### src/rtl/mam_wb_burst_split_if.sv
// Request/write/read handshake bundle shared by both sides of the burst splitter.
// The master modport drives requests and write beats; the slave modport answers them.
interface mam_wb_burst_split_if #(
  parameter int DATA_WIDTH = 16,
  parameter int ADDR_WIDTH = 32
);
  logic                    req_valid;
  logic                    req_ready;
  logic                    req_rw;
  logic                    req_burst;
  logic [ADDR_WIDTH-1:0]   req_addr;
  logic [13:0]             req_beats;
  logic                    write_valid;
  logic                    write_ready;
  logic [DATA_WIDTH-1:0]   write_data;
  logic [DATA_WIDTH/8-1:0] write_strb;
  logic                    read_valid;
  logic                    read_ready;
  logic [DATA_WIDTH-1:0]   read_data;

  modport master (
    output req_valid, req_rw, req_burst, req_addr, req_beats,
    output write_valid, write_data, write_strb, read_ready,
    input  req_ready, write_ready, read_valid, read_data
  );

  modport slave (
    input  req_valid, req_rw, req_burst, req_addr, req_beats,
    input  write_valid, write_data, write_strb, read_ready,
    output req_ready, write_ready, read_valid, read_data
  );
endinterface

### src/rtl/mam_wb_burst_split.sv
// Splits long MAM memory requests into bursts of at most MAX_BEATS that never
// cross a BOUNDARY-byte line; data beats pass straight through without buffering.
module mam_wb_burst_split #(
  parameter int DATA_WIDTH = 16,
  parameter int ADDR_WIDTH = 32,
  parameter int MAX_BEATS  = 16,
  parameter int BOUNDARY   = 1024
) (
  input  logic CLK_I,
  input  logic RST_I,
  mam_wb_burst_split_if.slave  s,
  mam_wb_burst_split_if.master m
);

  localparam int BYTES   = DATA_WIDTH / 8;
  localparam int BYTE_SH = $clog2(BYTES);
  localparam int BOFF_W  = $clog2(BOUNDARY);

  typedef enum logic [1:0] {
    IDLE  = 2'd0,
    ISSUE = 2'd1,
    DATA  = 2'd2
  } state_e;

  state_e                state_q, state_d;
  logic                  rw_q, rw_d;
  logic                  burst_q, burst_d;
  logic [ADDR_WIDTH-1:0] addr_q, addr_d;
  logic [13:0]           remaining_q, remaining_d;
  logic [13:0]           cnt_q, cnt_d;

  logic [BOFF_W:0]       room_bytes;
  logic [31:0]           room_beats;
  logic [31:0]           lim;
  logic [13:0]           chunk;
  logic                  beat_hs;

  // Chunk size depends only on registered state, keeping it off the m_req_ready path.
  always_comb begin
    room_bytes = (BOFF_W+1)'(BOUNDARY) - {1'b0, addr_q[BOFF_W-1:0]};
    room_beats = 32'(room_bytes >> BYTE_SH);
    lim        = (room_beats < 32'(MAX_BEATS)) ? room_beats : 32'(MAX_BEATS);
    if (!burst_q)
      chunk = 14'd1;
    else if (32'(remaining_q) < lim)
      chunk = remaining_q;
    else
      chunk = lim[13:0];
  end

  always_ff @(posedge CLK_I or posedge RST_I) begin
    if (RST_I) begin
      state_q     <= IDLE;
      rw_q        <= 1'b0;
      burst_q     <= 1'b0;
      addr_q      <= '0;
      remaining_q <= '0;
      cnt_q       <= '0;
    end else begin
      state_q     <= state_d;
      rw_q        <= rw_d;
      burst_q     <= burst_d;
      addr_q      <= addr_d;
      remaining_q <= remaining_d;
      cnt_q       <= cnt_d;
    end
  end

  always_comb begin
    state_d       = state_q;
    rw_d          = rw_q;
    burst_d       = burst_q;
    addr_d        = addr_q;
    remaining_d   = remaining_q;
    cnt_d         = cnt_q;
    beat_hs       = 1'b0;

    s.req_ready   = 1'b0;
    s.write_ready = 1'b0;
    s.read_valid  = 1'b0;
    s.read_data   = '0;
    m.req_valid   = 1'b0;
    m.req_rw      = 1'b0;
    m.req_burst   = 1'b0;
    m.req_addr    = '0;
    m.req_beats   = '0;
    m.write_valid = 1'b0;
    m.write_data  = '0;
    m.write_strb  = '0;
    m.read_ready  = 1'b0;

    case (state_q)
      IDLE: begin
        s.req_ready = 1'b1;
        if (s.req_valid) begin
          rw_d        = s.req_rw;
          burst_d     = s.req_burst;
          addr_d      = s.req_addr;
          remaining_d = (s.req_beats == 14'd0) ? 14'd1 : s.req_beats;
          cnt_d       = '0;
          state_d     = ISSUE;
        end
      end
      ISSUE: begin
        m.req_valid = 1'b1;
        m.req_rw    = rw_q;
        m.req_burst = burst_q && (chunk > 14'd1);
        m.req_addr  = addr_q;
        m.req_beats = chunk;
        if (m.req_ready) begin
          cnt_d   = '0;
          state_d = DATA;
        end
      end
      DATA: begin
        if (rw_q) begin
          m.write_valid = s.write_valid;
          m.write_data  = s.write_data;
          m.write_strb  = s.write_strb;
          s.write_ready = m.write_ready;
          beat_hs       = s.write_valid && m.write_ready;
        end else begin
          s.read_valid = m.read_valid;
          s.read_data  = m.read_data;
          m.read_ready = s.read_ready;
          beat_hs      = m.read_valid && s.read_ready;
        end
        if (beat_hs) begin
          cnt_d = cnt_q + 14'd1;
          if (cnt_q == chunk - 14'd1) begin
            cnt_d       = '0;
            addr_d      = addr_q + (ADDR_WIDTH'(chunk) << BYTE_SH);
            remaining_d = remaining_q - chunk;
            state_d     = (remaining_q == chunk) ? IDLE : ISSUE;
          end
        end
      end
      default: state_d = IDLE;
    endcase
  end

endmodule

### src/flat_wrapper.sv
// flat-port wrapper written by rule: the top's interface ports become plain ports
module mam_wb_burst_split_flat 
#(
  parameter int DATA_WIDTH = 16,
  parameter int ADDR_WIDTH = 32,
  parameter int MAX_BEATS  = 16,
  parameter int BOUNDARY   = 1024
)
  (CLK_I, RST_I, s_req_valid, s_req_rw, s_req_burst, s_req_addr, s_req_beats, s_write_valid, s_write_data, s_write_strb, s_read_ready, s_req_ready, s_write_ready, s_read_valid, s_read_data, m_req_valid, m_req_rw, m_req_burst, m_req_addr, m_req_beats, m_write_valid, m_write_data, m_write_strb, m_read_ready, m_req_ready, m_write_ready, m_read_valid, m_read_data);
  mam_wb_burst_split_if #(.DATA_WIDTH(DATA_WIDTH), .ADDR_WIDTH(ADDR_WIDTH)) s_i ();
  mam_wb_burst_split_if #(.DATA_WIDTH(DATA_WIDTH), .ADDR_WIDTH(ADDR_WIDTH)) m_i ();
  input  logic CLK_I;
  input  logic RST_I;
  input wire logic [$bits(s_i.req_valid)-1:0] s_req_valid;
  input wire logic [$bits(s_i.req_rw)-1:0] s_req_rw;
  input wire logic [$bits(s_i.req_burst)-1:0] s_req_burst;
  input wire logic [$bits(s_i.req_addr)-1:0] s_req_addr;
  input wire logic [$bits(s_i.req_beats)-1:0] s_req_beats;
  input wire logic [$bits(s_i.write_valid)-1:0] s_write_valid;
  input wire logic [$bits(s_i.write_data)-1:0] s_write_data;
  input wire logic [$bits(s_i.write_strb)-1:0] s_write_strb;
  input wire logic [$bits(s_i.read_ready)-1:0] s_read_ready;
  output wire logic [$bits(s_i.req_ready)-1:0] s_req_ready;
  output wire logic [$bits(s_i.write_ready)-1:0] s_write_ready;
  output wire logic [$bits(s_i.read_valid)-1:0] s_read_valid;
  output wire logic [$bits(s_i.read_data)-1:0] s_read_data;
  output wire logic [$bits(m_i.req_valid)-1:0] m_req_valid;
  output wire logic [$bits(m_i.req_rw)-1:0] m_req_rw;
  output wire logic [$bits(m_i.req_burst)-1:0] m_req_burst;
  output wire logic [$bits(m_i.req_addr)-1:0] m_req_addr;
  output wire logic [$bits(m_i.req_beats)-1:0] m_req_beats;
  output wire logic [$bits(m_i.write_valid)-1:0] m_write_valid;
  output wire logic [$bits(m_i.write_data)-1:0] m_write_data;
  output wire logic [$bits(m_i.write_strb)-1:0] m_write_strb;
  output wire logic [$bits(m_i.read_ready)-1:0] m_read_ready;
  input wire logic [$bits(m_i.req_ready)-1:0] m_req_ready;
  input wire logic [$bits(m_i.write_ready)-1:0] m_write_ready;
  input wire logic [$bits(m_i.read_valid)-1:0] m_read_valid;
  input wire logic [$bits(m_i.read_data)-1:0] m_read_data;
  assign s_i.req_valid = s_req_valid;
  assign s_i.req_rw = s_req_rw;
  assign s_i.req_burst = s_req_burst;
  assign s_i.req_addr = s_req_addr;
  assign s_i.req_beats = s_req_beats;
  assign s_i.write_valid = s_write_valid;
  assign s_i.write_data = s_write_data;
  assign s_i.write_strb = s_write_strb;
  assign s_i.read_ready = s_read_ready;
  assign s_req_ready = s_i.req_ready;
  assign s_write_ready = s_i.write_ready;
  assign s_read_valid = s_i.read_valid;
  assign s_read_data = s_i.read_data;
  assign m_req_valid = m_i.req_valid;
  assign m_req_rw = m_i.req_rw;
  assign m_req_burst = m_i.req_burst;
  assign m_req_addr = m_i.req_addr;
  assign m_req_beats = m_i.req_beats;
  assign m_write_valid = m_i.write_valid;
  assign m_write_data = m_i.write_data;
  assign m_write_strb = m_i.write_strb;
  assign m_read_ready = m_i.read_ready;
  assign m_i.req_ready = m_req_ready;
  assign m_i.write_ready = m_write_ready;
  assign m_i.read_valid = m_read_valid;
  assign m_i.read_data = m_read_data;
  mam_wb_burst_split #(.DATA_WIDTH(DATA_WIDTH), .ADDR_WIDTH(ADDR_WIDTH), .MAX_BEATS(MAX_BEATS), .BOUNDARY(BOUNDARY)) u_core (.CLK_I(CLK_I), .RST_I(RST_I), .s(s_i), .m(m_i));
endmodule
### config.mk
export PLATFORM = sky130hd
export DESIGN_NAME = mam_wb_burst_split_flat
export DESIGN_NICKNAME = d
export VERILOG_FILES = /design/src/rtl/mam_wb_burst_split_if.sv /design/src/rtl/mam_wb_burst_split.sv /design/src/flat_wrapper.sv
export SDC_FILE = /design/constraint.sdc
export NUM_CORES = 1
export LEC_CHECK = 0
export ABC_AREA = 0
export BUFFER_PORTS_ARGS = -buffer_cell sky130_fd_sc_hd__buf_4
export CAP_MARGIN = 20
export CORE_ASPECT_RATIO = 1.25
export CORE_MARGIN = 2
export CORE_UTILIZATION = 55
export CTS_CLUSTER_SIZE = 10
export DETAILED_ROUTE_END_ITERATION = 8
export GPL_ROUTABILITY_DRIVEN = 0
export PLACE_DENSITY = 0.84
export SETUP_SLACK_MARGIN = 0.5
export SLEW_MARGIN = 15
export SYNTH_ARGS = -nofsm -noshare
export SYNTH_HDL_FRONTEND = slang
export SYNTH_SLANG_ARGS = --single-unit
### constraint.sdc
create_clock -name CLK_I -period 10.8 [get_ports CLK_I]
set_input_delay 2.16 -clock CLK_I [delete_from_list [all_inputs] [get_ports CLK_I]]
set_output_delay 2.16 -clock CLK_I [all_outputs]
set_load 0.01 [all_outputs]
==> results of run 1 <==
==> logic make-up after synthesis <==
group / Yosys count / synth area share
AND/OR/NAND/NOR: 328 / 0.2818
AO/OA/AOI/OAI: 183 / 0.2016
buffers and inverters: 74 / 0.05070
flip-flops: 64 / 0.2606
XOR/XNOR: 45 / 0.06414
adder cells (fa/ha/maj): 42 / 0.08797
multiplexers: 29 / 0.05192
other: 2 / 0.001222
==> metrics by stage <==
stage / worst slack [ps] / instances / power (mW) / cell area [um2] / hold WS, ps
after floorplan: 4419 / 781 / 1.358 / 6197 / 488.2
after global placement: 3515 / 1053 / 1.722 / 7521 / 520.4
after detailed placement: 3249 / 1053 / 1.743 / 7521 / 513.6
after CTS: 3168 / 1069 / 2.054 / 7821 / 525.5
after global routing: 2463 / 1069 / 2.224 / 7821 / 546.0
final: 3002 / 1069 / 2.076 / 7821 / 527.9
==> critical path: stages, from the launching register on <==
cell       delay (ps)
dfrtp_1           500
or4_4             550
or4_1             450
a211oi_1          310
inv_1             100
ha_1              320
a211oi_1          220
nand2_1           150
a311oi_1          530
nor3_2            210
o2111ai_1         300
and2_1            250
ha_1              320
inv_1              70
a31oi_1           160
o211ai_1          180
or4_1             560
o211a_1           130
a211oi_2          290
nand4_1           590
nand2_1           670
buf_4             430
mux2_2            380
==> report_power, final <==
part | switching [mW] | total (mW) | leakage (nW) | internal [mW]
registers | 0.156 | 0.491 | 0.776 | 0.335
logic | 0.717 | 1.29 | 2.84 | 0.568
clock network | 0.114 | 0.299 | 0.139 | 0.186
==> synthesized netlist by cell type, drive strengths merged, types with 7 or more instances <==
master / instances / share of area
a211oi: 8 / 0.011
a21o: 15 / 0.018
a21oi: 40 / 0.034
a31oi: 7 / 0.0071
and2: 49 / 0.050
and3: 35 / 0.036
buf: 15 / 0.014
clkbuf: 26 / 0.016
dfrtp: 64 / 0.26
ha: 40 / 0.081
inv: 32 / 0.020
mux2: 23 / 0.042
nand2: 74 / 0.046
nand3: 23 / 0.019
nand4: 15 / 0.015
nor2: 62 / 0.038
nor3: 20 / 0.019
nor4: 9 / 0.010
o21ai: 47 / 0.038
o22ai: 8 / 0.0081
o32a: 9 / 0.015
or4: 8 / 0.011
xnor2: 32 / 0.046
xor2: 13 / 0.019
==> registers in the layout, indices dropped and copies added, names as in the netlist <==
| signal | flops |
|---|---|
| u_core.addr_q | 32 |
| u_core.cnt_q | 14 |
| u_core.remaining_q | 14 |
| u_core.state_q | 2 |
| u_core.burst_q | 1 |
| u_core.rw_q | 1 |
==> cell type report <==
type	instances	area, um2	area share
Clock inverter	4	53.80	0.006879
Clock buffer	12	246.5	0.03151
Inverter	33	125.1	0.01600
Timing Repair Buffer	178	1336	0.1709
Multi-Input combinational cell	643	4289	0.5484
Tap cell	135	168.9	0.02160
Sequential cell	64	1602	0.2048
==> layer usage <==
layer,vias up,wire length (um)
met5,-,0
met4,0,620
met3,56,1791
met2,391,9514
met1,3070,7695
li1,3091,-
==> how the worst max path moves through the flow <==
stage	endpoint	slack [ps]	depth (start not counted)
after floorplan	u_core.addr_q[31]	4420	26
after global placement	u_core.addr_q[4]	3510	22
after detailed placement	u_core.addr_q[3]	3250	22
after CTS	u_core.addr_q[11]	3170	22
after global routing	u_core.addr_q[14]	2460	22
final	u_core.addr_q[3]	3000	22
==> run_results.csv, run 1 <==
group,metric,value,unit
run_status,outcome,"complete, no violations",
placement,hpwl,14560,um
sta,layout_min_cycle_time,7798,ps
worst_setup_path,worstPathMaxFanout,20,
clocking,cts_resized,0,
layout,nets,1061,
layout,final_common_cell,"buf_4",
yosys,synth-seq-cells,64,
die,fp.dieArea,12040,um2
die,die_w,98.54,um
drt,first_iter_violations,532,
drt,drcViolationCount,0,
sta,slew_headroom,0.2974,
sta,min_period_over_period,0.7220,
layout,drive_gt1_frac,0.2495,
layout,fin_util,0.7126,
worst_setup_path,cp.required,11020,ps
clocking,insertion_delay,330,ps
global_routing,grt_overflow_total,0,
global_routing,grt_pass1_vias,6396,
sta,fin_tns_setup,0,ps
hold_path,worstHoldStart,"u_core.addr_q[31]",
worst_setup_path,reg2reg_depth,22,
worst_setup_path,timing.rr.start,"u_core.addr_q[2]",
yosys,yosysSeqAreaShare,0.2606,
clocking,cts_buffers,9,
global_routing,grt_max_degree,65,
clocking,clk_pin_slew,60,ps
clocking,cts_hold_buf,0,
yosys,syn-cell-area,6145,um2
job,cap_violations,0,
layout,area_growth,27.29,%
yosys,syn_inst,767,
yosys,synth_edf_count,0,
sta,finClkSkew,6.928,ps
worst_setup_path,cp.arrival,8010,ps
power,peakVddDrop,0.1294,mV
global_routing,grt_pass1_wl,31390,um
yosys,ys_types,72,
hold_path,worstHoldPathType,"flop to flop",
die,rows,43,
layout,antenna_cells,0,
die,io_pins,178,
die,initial_core_util,0.5598,
global_routing,met2_usage,0.5527,
yosys,ys.flop_type,"dfrtp_1",
yosys,async_reset_ff_frac,1.000,
sta,worst_pin_slew,1053,ps
drt,totalWireLength,19620,um
hold_path,holdPathStages,1,
layout,fill_cells,887,
die,core,10980,um2
drt,drt-wirelength-per-cell,18.36,um
worst_setup_path,startpoint,"u_core.addr_q[2]",
global_routing,antenna_found_initial,0,
drt,viasPerCell,6.181,
clocking,cts_root_buffer,"clkbuf_16",
worst_setup_path,timing.rr.end,"u_core.addr_q[3]",
clocking,cts_max_level,3,
power,power_density,265.5,nW/um2
drt,drtAntennaViolNets,0,
placement,place.port_buffers,173,
power,p_leak,3.753,nW
drt,num_vias,6608,
clocking,cts.sinks,64,
global_routing,busiest_layer,"met2",
clocking,cts_tree,"yes",
sta,final-setup-viol-count,0,
sta,fmax,0.1282,GHz
worst_setup_path,path_class,"flop to flop",
sta,report.final.hold_viol_count,0,
worst_setup_path,cp-end-kind,"flop",
worst_setup_path,start_kind,"flop",
global_routing,use_met1,0.4081,
yosys,yosysWarningCount,0,
global_routing,grt_usage,0.3241,
sta,final_max_slew_viol_count,0,
clocking,postCtsSetupBuffers,0,
hold_path,hold_end,"u_core.addr_q[31]",
worst_setup_path,r2r_slack,3000,ps
global_routing,use_met3,0.05336,
yosys,syn_area_per_cell,8.011,um2
die,die_h,122.2,um
sta,grt_setup_unrepaired,"false",
drt,first_pass_iters,5,
clocking,clock_path_buffers,2,
layout,layout_common_cells,"178 x buf_4, 73 x nand2_1, 64 x dfrtp_1",
Note: power is estimated with default switching activity, not from simulation.
==> inputs of run 2 (changes only) <==
CORE_UTILIZATION = 48   (was 55)
PLACE_DENSITY = 0.78   (was 0.84)
clock period = 7 ns   (was 10.8 ns; I/O delays follow)
==> run_results.csv, run 2 (synthesis gave the netlist of run 1 again) <==
group,metric,value,unit
drt,first_iter_violations,589,
sta,worst_pin_slew,1031,ps
hold_path,worstHoldPathType,"flop to flop",
sta,worst_slack,714.1,ps
layout,final_common_cell,"buf_4",
placement,place.port_buffers,173,
clocking,clock_path_buffers,2,
layout,largest_register_ffs,32,
die,core,12600,um2
worst_setup_path,cp-end-kind,"flop",
drt,num_vias,6639,
sta,fmax,0.1591,GHz
placement,dp_slack,-2.090,ps
worst_setup_path,worst-path-stages,23,
job,cap_violations,0,
global_routing,grt_pass1_wl,32100,um
sta,final_max_slew_viol_count,0,
hold_path,hold_end,"u_core.remaining_q[13]",
power,power_density,411.1,nW/um2
layout,max_flop_register,"u_core.addr_q",
global_routing,grt_pass1_vias,6281,
sta,finClkSkew,7.506,ps
layout,layout_common_cells,"194 x buf_4, 72 x nand2_1, 64 x dfrtp_1",
sta,finalHoldWorstSlack,532.2,ps
layout,fin_util,0.6485,
global_routing,grt_overflow_total,0,
die,initial_core_util,0.4875,
die,die_h,130.5,um
worst_setup_path,cp_cell_sequence,"or4_4 -> or4_4 -> a211oi_4 -> inv_2 -> ha_4 -> a211oi_1 -> nand2_1 -> a311oi_4 -> nor3_1 -> o211ai_1 -> nand2_2 -> inv_1 -> ha_2 -> inv_1 -> a31oi_1 -> o211ai_1 -> or4_1 -> o211a_1 -> a211oi_4 -> nand4_1 -> nand2_1 -> buf_12 -> mux2_2",
clocking,cts_tree,"yes",
worst_setup_path,r2r_slack,710,ps
layout,final_area,8174,um2
global_routing,grt_max_degree,65,
global_routing,antenna_found_initial,0,
worst_setup_path,timing.rr.end,"u_core.addr_q[12]",
clocking,cts_max_level,3,
worst_setup_path,reg2reg_depth,23,
worst_setup_path,cp.arrival,6500,ps
layout,nets,1079,
clocking,insertion_delay,340,ps
worst_setup_path,critical_path.top_delay_family,"simple AND/OR/NAND/NOR gates",
placement,hpwl,14710,um
drt,drcViolationCount,0,
sta,min_period_over_period,0.8980,
sta,grt_setup_unrepaired,"true",
hold_path,holdPathStages,1,
sta,layout_min_cycle_time,6286,ps
die,die_w,105.2,um
power,peakVddDrop,0.1911,mV
drt,first_pass_iters,5,
layout,area_growth,33.03,%
layout,antenna_cells,0,
worst_setup_path,cp.required,7220,ps
clocking,cts.sinks,64,
die,io_pins,178,
worst_setup_path,timing.rr.start,"u_core.addr_q[1]",
worst_setup_path,crit_slowest_cell,"or4_4",
power,p_leak,3.877,nW
layout,drive_gt1_frac,0.2889,
layout,largestRegisters,"u_core.addr_q x32, u_core.cnt_q x14, u_core.remaining_q x14",
die,rows,46,
clocking,clk_pin_slew,60,ps
run_status,outcome,"complete, no violations",
sta,report.final.hold_viol_count,0,
die,fp.dieArea,13730,um2
worst_setup_path,path_class,"flop to flop",
worst_setup_path,worstPathMaxFanout,21,
hold_path,worstHoldStart,"u_core.remaining_q[13]",
drt,totalWireLength,20360,um
worst_setup_path,max_stage_delay,570,ps
drt,viasPerCell,5.928,
drt,drt-wirelength-per-cell,18.18,um
drt,drtAntennaViolNets,0,
layout,fill_cells,1080,
worst_setup_path,cp.buffers_inverters,4,
worst_setup_path,start_kind,"flop",
sta,final-setup-viol-count,0,
clocking,cts_buffers,9,
clocking,cts_root_buffer,"clkbuf_16",
placement,place_area,7650,um2
sta,slew_headroom,0.3128,
global_routing,grt_usage,0.2944,
==> run 2: what timing repair did <==
item | in CTS | in global routing
pin swaps | 5 | 9
hold endpoints to repair | 0 | 0
hold buffers | 0 | 0
gates resized for setup | 12 | 25
buffers inserted | 1 | 6
endpoints found under the setup margin | 38 | 57
==> run 2: final cells by class <==
cell class                      count  area, um2  area share
Tap cell                          168      210.2     0.02572
Inverter                           33      125.1     0.01531
Clock inverter                      5      55.05    0.006735
Sequential cell                    64       1602      0.1959
Multi-Input combinational cell    643       4442      0.5434
Clock buffer                       11      252.7     0.03092
Timing Repair Buffer              196       1488      0.1820
==> run 2: metrics by stage <==
stage                     setup TNS (ps)  total power [mW]  instances
final                                  0             3.360       1120
after global placement                 0             2.707       1097
after global routing                   0             3.609       1120
after floorplan                        0             2.095        781
after CTS                              0             3.252       1114
after detailed placement          -2.090             2.730       1097
==> run 2: where the power goes <==
part | switching, mW | leakage, nW | internal, mW
Clock | 0.178 | 0.148 | 0.294
Combinational | 1.20 | 2.95 | 0.952
Sequential | 0.223 | 0.776 | 0.517
Total | 1.60 | 3.88 | 1.76
==> run 2: how the worst max path moves through the flow <==
stage | start | end
after floorplan | u_core.addr_q[2] | u_core.addr_q[31]
after global placement | u_core.addr_q[1] | u_core.addr_q[24]
after detailed placement | u_core.addr_q[1] | u_core.addr_q[24]
after CTS | u_core.addr_q[1] | u_core.addr_q[12]
after global routing | u_core.addr_q[1] | u_core.addr_q[11]
final | u_core.addr_q[1] | u_core.addr_q[12]
==> run 2: layer usage <==
| metal | GRT usage | up-vias | routed length (um) |
|---|---|---|---|
| met2 | 0.4827 | 371 | 9654 |
| met5 | 0 | - | 0 |
| met4 | 0.1647 | 0 | 842 |
| li1 | - | 3139 | - |
| met1 | 0.3729 | 3071 | 8268 |
| met3 | 0.04563 | 58 | 1597 |
==> run 2: worst reg2reg max path, delay by kind of cell, from the launching register on <==
family	cells	cell delay, ps
buf+inv	4	550
compound gates	8	1930
fa+ha+maj	2	540
mux	1	370
flops	1	400
simple gates	8	2390
